--- src/rtl/seven_segment_capture_if.sv ---
// -----------------------------------------------------------------------------
// seven_segment_capture_if
//   Groups the display-bus inputs and the frame/status outputs of the
//   seven_segment_capture monitor.
//   Signals:
//     seg_i         segments a..g = bit6..bit0, active low
//     an_i          digit strobes, active low, bit0 = digit 0
//     frame_ack_i   consumer accepts the presented frame
//     digits_o      presented frame, digit k at [4k+3:4k]
//     frame_valid_o digits_o holds a complete, unacked frame
//     bad_seg_o     sticky: undecodable pattern captured
//     collision_o   sticky: more than one anode low for a settled period
//     overrun_o     sticky: frame completed while the previous was unacked
//   Modports:
//     master  drives the display bus and the ack (display side / consumer)
//     slave   the capture monitor
// -----------------------------------------------------------------------------
interface seven_segment_capture_if #(
  parameter int NUM_DIGITS = 4
);
  logic [6:0]              seg_i;
  logic [NUM_DIGITS-1:0]   an_i;
  logic                    frame_ack_i;
  logic [4*NUM_DIGITS-1:0] digits_o;
  logic                    frame_valid_o;
  logic                    bad_seg_o;
  logic                    collision_o;
  logic                    overrun_o;

  modport master (
    output seg_i, an_i, frame_ack_i,
    input  digits_o, frame_valid_o, bad_seg_o, collision_o, overrun_o
  );

  modport slave (
    input  seg_i, an_i, frame_ack_i,
    output digits_o, frame_valid_o, bad_seg_o, collision_o, overrun_o
  );
endinterface

--- src/rtl/seven_segment_capture.sv ---
// -----------------------------------------------------------------------------
// seven_segment_capture
//   Receive-side monitor for a multiplexed, active-low 7-segment display bus.
//   Each settled segment pattern under a single low anode is decoded back to a
//   BCD nibble and stored for that digit. Once every digit has been seen the
//   frame is presented on a valid/ack handshake.
//   Ports:
//     clk   system clock, rising edge
//     rst   asynchronous, active-high reset
//     bus   seven_segment_capture_if.slave (display bus in, frame/flags out)
//   Parameters:
//     NUM_DIGITS     number of multiplexed digits (anode width)
//     SETTLE_CYCLES  consecutive identical samples required before capture
// -----------------------------------------------------------------------------
module seven_segment_capture #(
  parameter int NUM_DIGITS    = 4,
  parameter int SETTLE_CYCLES = 4
) (
  input  logic                     clk,
  input  logic                     rst,
  seven_segment_capture_if.slave   bus
);

  localparam int SW = NUM_DIGITS + 7;
  localparam int CW = $clog2(SETTLE_CYCLES + 1);
  localparam logic [CW-1:0]         SETTLE_MAX = CW'(SETTLE_CYCLES);
  localparam logic [CW-1:0]         CNT_ONE    = CW'(1);
  localparam logic [NUM_DIGITS-1:0] AN_ONE     = NUM_DIGITS'(1);

  typedef enum logic {COLLECT, PRESENT} state_t;

  function automatic logic [3:0] decode(input logic [6:0] seg);
    case (seg)
      7'b0000001: decode = 4'h0;
      7'b1001111: decode = 4'h1;
      7'b0010010: decode = 4'h2;
      7'b0000110: decode = 4'h3;
      7'b1001100: decode = 4'h4;
      7'b0100100: decode = 4'h5;
      7'b0100000: decode = 4'h6;
      7'b0001111: decode = 4'h7;
      7'b0000000: decode = 4'h8;
      7'b0001100: decode = 4'h9;
      7'b1111111: decode = 4'hF;
      default:    decode = 4'hE;
    endcase
  endfunction

  // Sampling / settle counting
  logic [SW-1:0]           sample_reg;
  logic [CW-1:0]           count_reg;
  logic [SW-1:0]           new_sample;
  logic                    same;
  logic                    capture;
  logic [NUM_DIGITS-1:0]   an_low;
  logic                    multi_low;
  logic                    single_low;
  logic [3:0]              nibble;
  logic [NUM_DIGITS-1:0]   cap_mask;

  // Frame assembly
  logic [3:0]              working_reg [NUM_DIGITS];
  logic [4*NUM_DIGITS-1:0] working_flat;
  logic [NUM_DIGITS-1:0]   seen_reg;
  logic [4*NUM_DIGITS-1:0] digits_reg;
  logic                    valid_reg;
  logic                    bad_seg_reg;
  logic                    collision_reg;
  logic                    overrun_reg;
  state_t                  state_reg;

  assign new_sample = {bus.an_i, bus.seg_i};
  assign same       = (new_sample == sample_reg);

  // The count reaches SETTLE_MAX exactly once per stable period (it saturates
  // there), so firing on that transition gives one capture per hold and
  // re-arms only after the sample changes.
  assign capture    = same && (count_reg == SETTLE_MAX - CNT_ONE);

  // The registered sample equals the live inputs whenever capture fires.
  assign an_low     = ~sample_reg[SW-1:7];
  assign multi_low  = |(an_low & (an_low - AN_ONE));
  assign single_low = (an_low != '0) && !multi_low;
  assign nibble     = decode(sample_reg[6:0]);
  assign cap_mask   = (capture && single_low) ? an_low : '0;

  always_ff @(posedge clk or posedge rst) begin
    if (rst) begin
      sample_reg <= '1;
      count_reg  <= '0;
    end else begin
      sample_reg <= new_sample;
      if (!same)
        count_reg <= '0;
      else if (count_reg != SETTLE_MAX)
        count_reg <= count_reg + CNT_ONE;
    end
  end

  generate
    for (genvar gi = 0; gi < NUM_DIGITS; gi++) begin : g_work
      always_ff @(posedge clk or posedge rst) begin
        if (rst)
          working_reg[gi] <= 4'hF;
        else if (cap_mask[gi])
          working_reg[gi] <= nibble;
      end
      assign working_flat[4*gi +: 4] = working_reg[gi];
    end
  endgenerate

  // Frame FSM with status flags. A capture landing on the same edge that
  // empties the seen mask is kept, so it starts the next frame.
  always_ff @(posedge clk or posedge rst) begin
    if (rst) begin
      state_reg     <= COLLECT;
      seen_reg      <= '0;
      digits_reg    <= '1;
      valid_reg     <= 1'b0;
      bad_seg_reg   <= 1'b0;
      collision_reg <= 1'b0;
      overrun_reg   <= 1'b0;
    end else begin
      if (cap_mask != '0 && nibble == 4'hE)
        bad_seg_reg <= 1'b1;
      if (capture && multi_low)
        collision_reg <= 1'b1;

      seen_reg <= seen_reg | cap_mask;

      case (state_reg)
        COLLECT: begin
          if (&seen_reg) begin
            digits_reg <= working_flat;
            seen_reg   <= cap_mask;
            valid_reg  <= 1'b1;
            state_reg  <= PRESENT;
          end
        end
        PRESENT: begin
          if (bus.frame_ack_i) begin
            // A complete frame pending here transfers from COLLECT next edge.
            valid_reg <= 1'b0;
            state_reg <= COLLECT;
          end else if (&seen_reg) begin
            // Consumer has not taken the old frame: drop the new one.
            overrun_reg <= 1'b1;
            seen_reg    <= cap_mask;
          end
        end
        default: state_reg <= COLLECT;
      endcase
    end
  end

  assign bus.digits_o      = digits_reg;
  assign bus.frame_valid_o = valid_reg;
  assign bus.bad_seg_o     = bad_seg_reg;
  assign bus.collision_o   = collision_reg;
  assign bus.overrun_o     = overrun_reg;

endmodule
--- src/flat_wrapper.sv ---
// flat-port wrapper written by rule: the top's interface ports become plain ports
module seven_segment_capture_flat 
#(
  parameter int NUM_DIGITS    = 4,
  parameter int SETTLE_CYCLES = 4
)
  (clk, rst, bus_seg_i, bus_an_i, bus_frame_ack_i, bus_digits_o, bus_frame_valid_o, bus_bad_seg_o, bus_collision_o, bus_overrun_o);
  seven_segment_capture_if #(.NUM_DIGITS(NUM_DIGITS)) bus_i ();
  input  logic clk;
  input  logic rst;
  input wire logic [$bits(bus_i.seg_i)-1:0] bus_seg_i;
  input wire logic [$bits(bus_i.an_i)-1:0] bus_an_i;
  input wire logic [$bits(bus_i.frame_ack_i)-1:0] bus_frame_ack_i;
  output wire logic [$bits(bus_i.digits_o)-1:0] bus_digits_o;
  output wire logic [$bits(bus_i.frame_valid_o)-1:0] bus_frame_valid_o;
  output wire logic [$bits(bus_i.bad_seg_o)-1:0] bus_bad_seg_o;
  output wire logic [$bits(bus_i.collision_o)-1:0] bus_collision_o;
  output wire logic [$bits(bus_i.overrun_o)-1:0] bus_overrun_o;
  assign bus_i.seg_i = bus_seg_i;
  assign bus_i.an_i = bus_an_i;
  assign bus_i.frame_ack_i = bus_frame_ack_i;
  assign bus_digits_o = bus_i.digits_o;
  assign bus_frame_valid_o = bus_i.frame_valid_o;
  assign bus_bad_seg_o = bus_i.bad_seg_o;
  assign bus_collision_o = bus_i.collision_o;
  assign bus_overrun_o = bus_i.overrun_o;
  seven_segment_capture #(.NUM_DIGITS(NUM_DIGITS), .SETTLE_CYCLES(SETTLE_CYCLES)) u_core (.clk(clk), .rst(rst), .bus(bus_i));
endmodule
--- config.mk ---
export PLATFORM = sky130hd
export DESIGN_NAME = seven_segment_capture_flat
export DESIGN_NICKNAME = d
export VERILOG_FILES = /design/src/rtl/seven_segment_capture_if.sv /design/src/rtl/seven_segment_capture.sv /design/src/flat_wrapper.sv
export SDC_FILE = /design/constraint.sdc
export NUM_CORES = 1
export LEC_CHECK = 0
export CAP_MARGIN = 20
export CORE_ASPECT_RATIO = 1.4
export CORE_UTILIZATION = 50
export DETAILED_ROUTE_END_ITERATION = 10
export PLACE_DENSITY = 0.71
export SLEW_MARGIN = 15
export SYNTH_ARGS = -nofsm -noshare
export SYNTH_HDL_FRONTEND = slang
export SYNTH_SLANG_ARGS = --single-unit
--- constraint.sdc ---
create_clock -name clk -period 3.1 [get_ports clk]
set_clock_uncertainty 0.2 [all_clocks]
set_input_delay 0.775 -clock clk [delete_from_list [all_inputs] [get_ports clk]]
set_output_delay 0.775 -clock clk [all_outputs]
set_load 0.05 [all_outputs]
### Word level (Yosys, flattened, before mapping)

Cells that the tools add are included.

* register bits: 55
* bits of input ports: 14
* output and inout bits: 20
* logic and storage cells: 64

* add/subtract/negate cells: 2
* eq/ne operators: 17
* multiplexer cells: 13
* bitwise gates (word level): 5
* reduce and logical (&&, ||, !) cells: 14

Operators by type and width (number)
* 4-bit one-hot mux with 11 select lines: 1
* 7-bit equality test (second input constant): 3
* 7-bit by 4-bit equality test with 1-bit output (second input constant): 2
* 7-bit by 6-bit equality test with 1-bit output (second input constant): 2
* 4-bit 2-to-1 mux: 3
* 11-bit equality test: 1
* 4-bit one-hot mux with 2 select lines: 1
* 4-bit nonzero test: 2
* 7-bit by 1-bit equality test with 1-bit output (second input constant): 1
* 7-bit by 3-bit equality test with 1-bit output (second input constant): 1
* 7-bit by 5-bit equality test with 1-bit output (second input constant): 1
* 7-bit logical NOT: 1
* 3-bit 2-to-1 mux: 2
* 6-bit AND reduction: 1
* 1-bit logical AND: 5
* 5-bit AND reduction: 1
* 4-bit bitwise AND: 1
* 4-bit equality test (second input constant): 1
* 1-bit 2-to-1 mux: 4
* 2-bit != test (second input constant): 2
* 4-bit NOT: 1
* 4-bit bitwise OR: 1
* 1-bit one-hot mux with 2 select lines: 2
* 4-bit AND reduction: 1
* 9 further kinds: 10

### Logic depth before layout (Yosys ltp)

* word-level depth: 12
* mapped depth: 8
* mapped depth without buffers: 5

### Worst setup path after synthesis

OpenSTA, ideal clock, no wires.

* path type: input port to flip-flop
* start point: in bus_seg_i[4]
* end point: reg u_core.working_reg (netlist bit u_core.working_flat[3])
* library setup time: 0.082 ns
* arrival time: 2.138 ns
* data required time: 2.818 ns
* slack: 0.679 ns
* cell stages on the path: 7
* path buffers: 2
* cell sequence: xor2_1 -> nor4_1 -> and4_1 -> buf_4 -> and2_1 -> buf_4 -> mux2_2

* word-level cells in the longest chain between the ends: 4

Ends and longest elaborated chain
* start: declaration: line flat_wrapper.sv:11 `input wire logic [$bits(bus_i.seg_i)-1:0] bus_seg_i;`
* 11-bit equality test: line seven_segment_capture.sv:73 `assign same = (new_sample == sample_reg);`
* 1-bit logical AND: line seven_segment_capture.sv:78 `assign capture = same && (count_reg == SETTLE_MAX - CNT_ONE);`
* 1-bit logical AND: line seven_segment_capture.sv:85 `assign cap_mask = (capture && single_low) ? an_low : '0;`
* 4-bit 2-to-1 mux: line seven_segment_capture.sv:85
* end signal: indexed assignment: line seven_segment_capture.sv:106 `working_reg[gi] <= nibble;`
* end: declaration: line seven_segment_capture.sv:62 `logic [3:0] working_reg [NUM_DIGITS];`

No other way between the ends.
A chain may end at the register's enable or synchronous reset.

### Worst setup path after layout

* start point: in bus_seg_i[4]
* end point: reg u_core.working_reg (netlist bit u_core.working_flat[10])

Same word-level chain as after synthesis.

==> summary.md <==
| Metric | Value |
|---|---|
| Clock tree from TritonCTS | yes |
| CTS Buf Count | 5 |
| WL final | 4580 um |
| WS Path Type | in2reg |
| Synth cell types | 53 |
| Worst setup SP type | primary input |
| Synth Warn # | 0 |
| Fin worst setup slack | 0.435 ns |
| Net Sw Frac | 23.5% |
| Worst setup EP type | flip-flop |
| Pwr dens | 400 nW/um2 |
| Setup Viol. Count Final | 0 |
| Simple-gate share of the synthesized area | 12.9% |
| Vias in the first global route | 1,652 |
| Total track usage | 18.4% |
| 1st-iter DRT viols | 59 |
| Top FF cell, synth | dfstp_2 |
| Root Buffer Master | clkbuf_8 |
| Post-route DRC | 0 |
| Psw | 294 uW |
| R2R Setup Slk | 0.72 ns |
| Clk slew on worst S/H paths | 0.10 ns |
| Avg Vias per Cell | 5.37 |
| Post-Layout Cell Count | 315 |
| Worst Path Arrival | 2.70 ns |
| Final period util | 86.0% |
| Number of synthesized flops with an enable pin | 0 |
| Int Pwr | 956 uW |
| Placed Cells | 307 |
| Most frequent cells in the layout | 43 x dfstp_2, 33 x clkdlybuf4s50_1, 23 x mux2_2, 15 x nand2_1, 12 x dfrtp_1 |
| Worst VDD drop | 341 uV |
| Avg Cell Area, Syn | 12.3 um2 |
| Worst slew pin tran | 0.655 ns |
| Syn-to-layout area delta | 17.7% |
| Adder-cell share of the synthesized area | 1.41% |
| Commonest non-fill, non-tap cell in the layout | dfstp_2 |
| Mux share of post-synthesis cell area | 13.5% |
| CTS sink count | 55 |
| Post-synthesis compound-gate area fraction | 9.56% |
| Hold Crit Class | reg2reg |
| Sequential share of power | 60.5% |
| Hold Worst Slack | 0.277 ns |
| Met1 Use GR | 22.6% |
| Tmin final | 2.67 ns |
| Capture point of the worst reg-to-reg path | u_core.working_flat[10] |
| Grt peak-use layer | met2 |
| Total core area | 5160 um2 |
| Initial antenna violation count | 0 |
| Multi-input gate area | 1110 um2 |
| Lkg Pwr | 1.34 nW |
| Mapped cell area | 2660 um2 |
| Fraction of layout cells with a size suffix above 1 | 35.3% |
| Drt first pass iters | 4 |
| GR Overflow Total | 0 |
| Post-Syn Nets | 233 |
| CTS Hold Bufs | 0 |
| Die width | 63.6 um |
| Main combinational cell family by area after synthesis | multiplexers |
| CP required | 3.14 ns |
| Buffers added on ports | 33 |
| RSZ-0062 raised after global routing | false |
| First-pass GRT wire length | 7890 um |
| GRT met2 Usage | 32.1% |
| Achievable Freq | 0.375 GHz |
| Initial Util | 51.5% |
| Vias post-DR | 1,693 |
| Cell count of the worst reg-to-reg path | 6 |
| CP Launch Point | bus_seg_i[4] |
| M3 GR Usage | 3.99% |
| Routed wire per std cell | 14.5 um |
| DIE HEIGHT | 88.3 um |
| Largest net degree at the start of global routing | 56 |
| Post-synth ARST share | 100% |
| Syn Inst Count | 216 |
| Post-route setup TNS | 0 ns |
| Post-DP HPWL | 3400 um |
| Nets | 265 |
| Io pins | 34 |
| Max_slew headroom | 55.9% |
| Bufs on Longest Clock Path | 2 |
| Site row count | 31 |
| Max-cap viol count | 0 |
| Status | finished, final reports clean |
| CTS H-tree lvls | 2 |
| Comb pwr share | 6.7% |
| Post-CTS Resized | 0 |
| Clk pwr share | 32.8% |
| Final ANT Viol Nets | 0 |
| Final hold violation count | 0 |
| Worst r2r src | u_core.sample_reg[1] |
| Storage cell area | 1430 um2 |
| Yosys reg bits | 55 |
| Gpl congestion | 0.802 |
| # fillers | 434 |
| Place WS | 0.114 ns |
| CP endpoint | u_core.working_flat[10] |
| Antenna Cells | 0 |
| Sequential share of the synthesized area | 53.8% |
| Postcts setup bufs | 0 |
| Xor and xnor area share after synthesis | 4.61% |
| Crit path max fanout | 5 |
| Die area | 5610 um2 |
| Worst skew pair latency | 0.31 ns |
| Slew Viols, Final | 0 |
[synthesized netlist by cell type (all sizes together), types with 2 or more instances]
| master | count | area, um2 |
|---|---|---|
| xor2 | 11 | 96.3 |
| inv | 11 | 41.3 |
| nor4b | 3 | 26.3 |
| nand3 | 4 | 25.0 |
| xnor2 | 3 | 26.3 |
| and2 | 2 | 12.5 |
| buf | 10 | 63.8 |
| a31o | 3 | 26.3 |
| a21o | 4 | 30.0 |
| mux2i | 4 | 40.0 |
| and3 | 2 | 12.5 |
| nand2 | 15 | 56.3 |
| o21bai | 2 | 15.0 |
| dfstp | 43 | 1130 |
| nor4 | 2 | 18.8 |
| clkbuf | 2 | 7.51 |
| a21oi | 3 | 15.0 |
| o21ai | 9 | 48.8 |
| ha | 3 | 37.5 |
| dfrtp | 12 | 300 |
| nor2 | 10 | 37.5 |
| nand4 | 5 | 61.3 |
| nor2b | 3 | 18.8 |
| nor3b | 2 | 15.0 |
| a31oi | 4 | 40.0 |
| mux2 | 28 | 319 |
[cell families after synthesis]
group,Yosys count
AO/OA/AOI/OAI,34
XOR/XNOR,14
adder cells (fa/ha/maj),3
buffers and inverters,23
flip-flops,55
multiplexers,32
AND/OR/NAND/NOR,55
[final cells by class]
class | instances | area share [%]
Clock buffer | 6 | 2.64
Clock inverter | 2 | 0.520
Inverter | 11 | 1.32
Multi-Input combinational cell | 138 | 35.6
Sequential cell | 55 | 45.7
Tap cell | 66 | 2.64
Timing Repair Buffer | 37 | 11.5
[metrics by stage]
stage               utilization [%]  area [um2]  total power [mW]
floorplan                         -        2660             0.819
global placement               58.7        3030             0.851
detailed placement             58.7        3030             0.853
CTS                            60.6        3130              1.27
global route                   60.6        3130              1.30
finish                         60.6        3130              1.25
[worst max-delay path, cell delays in order]
cell and delay, ns:
clkdlybuf4s50_1 0.44, xor2_1 0.16, nor4_1 0.34, and4_1 0.33
buf_4 0.17, nand4_4 0.14, mux2_1 0.34
[power by group through the flow]
stage	sequential [mW]	clock, mW	combinational [mW]
after detailed placement	0.767	0	0.0857
after floorplan	0.750	0	0.0687
after global routing	0.759	0.446	0.0945
final	0.756	0.410	0.0844
after global placement	0.766	0	0.0846
after CTS	0.756	0.427	0.0860
[how the worst min path moves through the flow]
| stage | startpoint | to | slack (ns) | cells past startpoint |
|---|---|---|---|---|
| 6_report | u_core.working_flat[12] | u_core.working_flat[12] | 0.28 | 2 |
| 5_1_grt | u_core.bus.overrun_o | u_core.bus.overrun_o | 0.31 | 1 |
| 4_1_cts | u_core.working_flat[12] | u_core.working_flat[12] | 0.28 | 2 |
| 3_5_place_dp | u_core.bus.overrun_o | u_core.bus.overrun_o | 0.26 | 1 |
| 3_3_place_gp | u_core.bus.overrun_o | u_core.bus.overrun_o | 0.26 | 1 |
| 2_1_floorplan | u_core.working_flat[0] | u_core.working_flat[0] | 0.24 | 2 |
[per-layer routing]
| metal | up-vias | part of all wire [%] |
|---|---|---|
| li1 | 829 | - |
| met3 | 7 | 2.8 |
| met2 | 35 | 52 |
| met4 | 0 | 1.9 |
| met5 | - | 0 |
| met1 | 822 | 43 |
Power figures use the tool's default switching activity.
